--- src/rtl/bound_pkg.sv ---
// Shared types and constants for the bound sequencer: state/op enums,
// table entry layout, LED width and the reset-time program.
package bound_pkg;

    localparam int LED_W    = 16;
    localparam int IDX_W    = 3;
    localparam int NUM_ENT  = 8;
    localparam int ENT_W    = 6;
    localparam int DIR_BIT  = 5;   // 1 = fill, 0 = drain
    localparam int KICK_BIT = 4;   // kick-back allowed at end of a drain
    localparam int BND_LSB  = 0;
    localparam int BND_W    = 4;

    localparam logic [IDX_W-1:0] DEF_LEN = 3'd5;

    typedef enum logic {IDLE, RUN} state_t;
    typedef enum logic [1:0] {HOLD, FILL, DRAIN, CLEAR} led_op_t;

    // Default program loaded on reset; unused slots are drain-to-0 entries.
    function automatic logic [ENT_W-1:0] def_entry(input logic [IDX_W-1:0] idx);
        case (idx)
            3'd0:    def_entry = 6'h2F;  // fill 15
            3'd1:    def_entry = 6'h15;  // drain 5, kick
            3'd2:    def_entry = 6'h2A;  // fill 10
            3'd3:    def_entry = 6'h10;  // drain 0, kick
            3'd4:    def_entry = 6'h25;  // fill 5
            default: def_entry = 6'h00;  // drain 0
        endcase
    endfunction

endpackage

--- src/rtl/led_shifter.sv ---
// LED bar register: holds, shifts ones in from the bottom (fill),
// shifts zeros in from the top (drain) or clears.
module led_shifter
    import bound_pkg::*;
(
    input  logic             clk,
    input  logic             rst,
    input  logic [1:0]       op,
    output logic [LED_W-1:0] led
);

    // Apply the requested operation once per edge.
    always_ff @(posedge clk or negedge rst) begin
        if (!rst) begin
            led <= '0;
        end else begin
            case (led_op_t'(op))
                FILL:    led <= {led[LED_W-2:0], 1'b1};
                DRAIN:   led <= {1'b0, led[LED_W-1:1]};
                CLEAR:   led <= '0;
                default: led <= led;
            endcase
        end
    end

endmodule

--- src/rtl/bound_sequencer.sv ---
// Runs a short program of fill/drain phases over a 16-bit LED bar. Each
// phase shifts until the LED at its bound reaches the target level; a
// drain with kick enabled may bounce back one phase while flick is high.
module bound_sequencer
    import bound_pkg::*;
(
    input  logic       clk,
    input  logic       rst,
    input  logic       start,
    input  logic       abort,
    input  logic       flick,
    input  logic       cfg_we,
    input  logic [2:0] cfg_addr,
    input  logic [5:0] cfg_data,
    input  logic       cfg_len_we,
    input  logic [2:0] cfg_len,
    output logic [15:0] led,
    output logic       busy,
    output logic       done,
    output logic [2:0] phase,
    output logic [7:0] kick_cnt
);

    state_t           state, nstate;
    logic [IDX_W-1:0] nphase;
    logic [IDX_W-1:0] len_q;
    logic [ENT_W-1:0] tbl [NUM_ENT];
    logic [ENT_W-1:0] ent;
    logic [BND_W-1:0] bnd;
    logic             dir, kick_en, at_bound, ndone, kick_inc;
    led_op_t          op;

    assign ent      = tbl[phase];
    assign dir      = ent[DIR_BIT];
    assign kick_en  = ent[KICK_BIT];
    assign bnd      = ent[BND_LSB +: BND_W];
    // Fill is finished once the bound LED is lit, drain once it is dark.
    assign at_bound = dir ? led[bnd] : ~led[bnd];
    assign busy     = (state == RUN);

    led_shifter u_led (
        .clk (clk),
        .rst (rst),
        .op  (op),
        .led (led)
    );

    // Next-state, phase step and LED operation.
    always_comb begin
        nstate   = state;
        nphase   = phase;
        op       = HOLD;
        ndone    = 1'b0;
        kick_inc = 1'b0;
        case (state)
            IDLE: begin
                if (abort) begin
                    op = CLEAR;
                end else if (start) begin
                    nstate = RUN;
                    nphase = '0;
                end
            end
            RUN: begin
                if (abort) begin
                    op     = CLEAR;
                    nstate = IDLE;
                    nphase = '0;
                end else if (!at_bound) begin
                    op = dir ? FILL : DRAIN;
                end else if (!dir && kick_en && flick && phase != '0) begin
                    nphase   = phase - 3'd1;
                    kick_inc = 1'b1;
                end else if (phase == len_q) begin
                    nstate = IDLE;
                    ndone  = 1'b1;
                end else begin
                    nphase = phase + 3'd1;
                end
            end
            default: nstate = IDLE;
        endcase
    end

    // Control state, done pulse and saturating kick counter.
    always_ff @(posedge clk or negedge rst) begin
        if (!rst) begin
            state    <= IDLE;
            phase    <= '0;
            done     <= 1'b0;
            kick_cnt <= '0;
        end else begin
            state <= nstate;
            phase <= nphase;
            done  <= ndone;
            if (kick_inc && kick_cnt != 8'hFF)
                kick_cnt <= kick_cnt + 8'd1;
        end
    end

    // Program table and length; writable only while idle.
    always_ff @(posedge clk or negedge rst) begin
        if (!rst) begin
            for (int i = 0; i < NUM_ENT; i++)
                tbl[i] <= def_entry(IDX_W'(i));
            len_q <= DEF_LEN;
        end else if (state == IDLE) begin
            if (cfg_we)
                tbl[cfg_addr] <= cfg_data;
            if (cfg_len_we)
                len_q <= cfg_len;
        end
    end

endmodule

--- config.mk ---
export PLATFORM = sky130hd
export DESIGN_NAME = bound_sequencer
export DESIGN_NICKNAME = d
export VERILOG_FILES = /design/src/rtl/bound_pkg.sv /design/src/rtl/led_shifter.sv /design/src/rtl/bound_sequencer.sv
export SDC_FILE = /design/constraint.sdc
export NUM_CORES = 1
export LEC_CHECK = 0
export BUFFER_PORTS_ARGS = -buffer_cell sky130_fd_sc_hd__clkbuf_2
export CORE_MARGIN = 2
export CORE_UTILIZATION = 32
export DETAILED_ROUTE_END_ITERATION = 16
export MAX_ROUTING_LAYER = met4
export SLEW_MARGIN = 0
export SYNTH_ARGS = -nofsm -noshare
export SYNTH_HDL_FRONTEND = slang
export SYNTH_SLANG_ARGS = --single-unit
--- constraint.sdc ---
create_clock -name clk -period 9 [get_ports clk]
set_input_delay 0.45 -clock clk [delete_from_list [all_inputs] [get_ports clk]]
set_output_delay 0.45 -clock clk [all_outputs]
set_load 0.005 [all_outputs]
==> results.yml <==
yosys:
  synth_mux_area_share_pct: 25.5
  ys_seq_elements: 80
  ys.flop_type: "dfrtp_1"
  async_flop_share_pct: 100
  syn_area_per_cell_um2: 12.9
  synth_xor_area_share_pct: 2.36
  synth_simple_gate_area_share_pct: 9.65
  synth-adder-area-share_pct: 1.41
  yosysSeqAreaShare_pct: 49.5
  ys_types: 44
  synth_edf_count: 0
  netlist_area_um2: 4080
  synth_top_family_by_area: "multiplexers"
  ys_warn_count: 0
  synth_compound_area_share_pct: 8.73
  synthesis.nets: 339
  syn-instance-count: 316
clock_network:
  clk_pin_slew_worst_paths_ns: 0.06
  htreeDepth: 3
  post-cts-setup-buffers: 0
  cts-root-buf: "clkbuf_16"
  ctsLongestPathBuffers: 2
  cts_tree: "done"
  hold_buffers: 0
  insertion_delay_ns: 0.34
  cts_buffers: 9
  clkSinkCount: 80
  cts_resized: 0
die:
  die_w_um: 117
  rows: 41
  dieArea_um2: 13700
  die_y_um: 117
  core_region_area_um2: 12500
  boundaryPins: 48
  start_util_pct: 32.6
timing:
  tns_ns: 0
  min_period_over_period_pct: 44.8
  fmax_ghz: 0.248
  finalHoldViolations: 0
  worst_slew_pin_slew_ns: 1.14
  layout_min_cycle_time_ns: 4.03
  setup_viol: 0
  fin_hold_ws_ns: 0.273
  slew-limit-headroom_pct: 23.5
  fin_skew_ns: 0.00847
  slew_violations: 0
  rsz0062_at_grt: "false"
routing:
  wl_um: 8740
  dr.pass1.iters: 4
  vias_per_cell: 5.09
  first_iter_violations: 160
  met1Wirelength_um: 3910
  post-route-drc-count: 0
  ant_nets: 0
  routed-wl-met3_um: 391
  post_drt_wl_per_cell_um: 16.2
  vias: 2746
  dr_wl_met2_um: 4320
  top_layer: "met4"
critical_path:
  r2r_slack_ns: 4.97
  worstPathMaxFanout: 20
  crit_start: "phase[0]"
  crit_type: "flip-flop to flip-flop"
  r2r_start: "phase[0]"
  timing.rr.end: "u_led.led[6]"
  arrival_ns: 4.28
  startpoint_type: "flip-flop"
  r2r_cells: 11
  cp.required_ns: 9.25
  critPathCaptureType: "flip-flop"
finish:
  fillers: 1250
  multiInputGateArea_um2: 1950
  final_util_pct: 38.2
  seqCellArea_um2: 2020
  drive_gt1_share_pct: 40.1
  instances_no_fill: 540
  finalNetCount: 385
  syn_to_final_growth_pct: 17.0
job:
  maxCapViolCount: 0
pwr:
  power.density_nw_per_um2: 266
  ir_drop_mv: 0.102
  netSwitchingFraction_pct: 29.6
  sequentialPowerShare_pct: 39.1
  p_leak_nw: 2.02
  power_frac_comb_pct: 30.3
  p_sw_uw: 376
  p_clk_share_pct: 30.7
  p_int_uw: 893
  power_mw: 1.27
place:
  placed_cells: 523
  portBuffers: 47
  gp_congestion: 0.800
  dp_hpwl_um: 6040
grt:
  grt-ovfl-total: 0
  grt_pass1_vias: 2760
  grt_pass1_wl_um: 14300
  globalRouteTotalUtil_pct: 14.1
  antenna_found_initial: 1
  grt_max_degree: 81
run_status:
  status: "completed"
hold_path:
  hp-class: "input pin to asynchronous set/reset pin"
## power groups by stage
stage | sequential, mW | clock, mW | combinational [mW]
2_1_floorplan | 0.486 | 0 | 0.314
3_3_place_gp | 0.498 | 0 | 0.377
3_5_place_dp | 0.502 | 0 | 0.386
4_1_cts | 0.496 | 0.398 | 0.388
5_1_grt | 0.506 | 0.413 | 0.427
6_report | 0.495 | 0.389 | 0.384
## routing by layer
layer | global-route usage, % | vias up
met4 | 4.24 | 0
met2 | 22.5 | 56
li1 | - | 1276
met1 | 17.4 | 1401
met3 | 4.43 | 13
met5 | - | -
## cell families after synthesis
kind of cell    Yosys count
mux                      77
simple gates             72
compound gates           54
flops                    80
buf+inv                  18
xor+xnor                 11
fa+ha+maj                 4
## cells in the mapped netlist (7+ instances only)
library cell	n	area (µm²)
nor2_1	7	26.3
o21ai_0	22	110
mux2_2	52	586
xnor2_1	10	87.6
a22oi_1	18	135
mux4_1	7	184
dfrtp_1	63	1580
dfstp_2	17	447
mux2i_1	10	100
clkbuf_1	11	41.3
mux4_2	7	158
nand2_1	27	101
## metrics by stage
step | setup slack [ns] | instance area, µm²
6_report | 4.97 | 4780
5_1_grt | 4.61 | 4780
4_1_cts | 4.99 | 4770
3_5_place_dp | 4.99 | 4460
3_3_place_gp | 5.18 | 4460
2_1_floorplan | 5.56 | 4080
## state kept, by name, indices dropped and copies added, names as in the netlist
name	count
busy	1
done	1
kick_cnt	8
len_q	3
phase	3
tbl	48
u_led.led	16
## how the worst max path moves through the flow
stage               slack, ns  cells after the start       endpoint
CTS                      4.99                     11   u_led.led[6]
floorplan                5.56                     13  u_led.led[10]
finish                   4.97                     11   u_led.led[6]
global route             4.61                     11   u_led.led[6]
global placement         5.18                     11  u_led.led[14]
detailed placement       4.99                     11   u_led.led[6]
## worst max-delay path, cell delays in order, from the launching register on
cell and delay (ns):
dfrtp_1 0.32, buf_4 0.31, mux4_1 0.61, mux2i_2 0.56
mux2i_1 0.27, a22oi_1 0.11, nand3_1 0.13, o21ai_0 0.10
ha_1 0.25, a21oi_1 0.89, a22oi_1 0.16, o21ai_0 0.22
## cell type report
| class | count | area share [%] |
|---|---|---|
| flip-flops and latches | 80 | 42.4 |
| multi-input cells | 218 | 40.7 |
| repair buffers | 51 | 5.61 |
| clock buffers | 13 | 5.24 |
| well taps | 172 | 4.50 |
| clock inverters | 3 | 1.36 |
| inverters | 2 | 0.157 |
| diodes | 1 | 0.0524 |
## layout by cell type, fill, tap and decap left out, types with 2 or more instances in the layout
master	n
inv_1	2
mux2_2	52
clkbuf_16	9
nor2b_1	3
dfstp_2	17
clkbuf_2	46
nor3b_1	4
o21ai_0	22
a22oi_1	18
o211ai_1	2
dfrtp_1	63
xnor2_1	10
a21o_1	2
mux4_2	7
ha_1	3
nand3b_1	6
a21oi_1	3
mux2i_1	10
nand4_1	5
mux4_1	7
nand2_1	27
or3_1	2
nand3_1	3
nor2_1	7
nand2b_1	2
nor3_1	3
and3_1	2
buf_4	5
and3_2	3
bufinv_16	2
clkbuf_1	3
(Power assumes the default switching activity.)
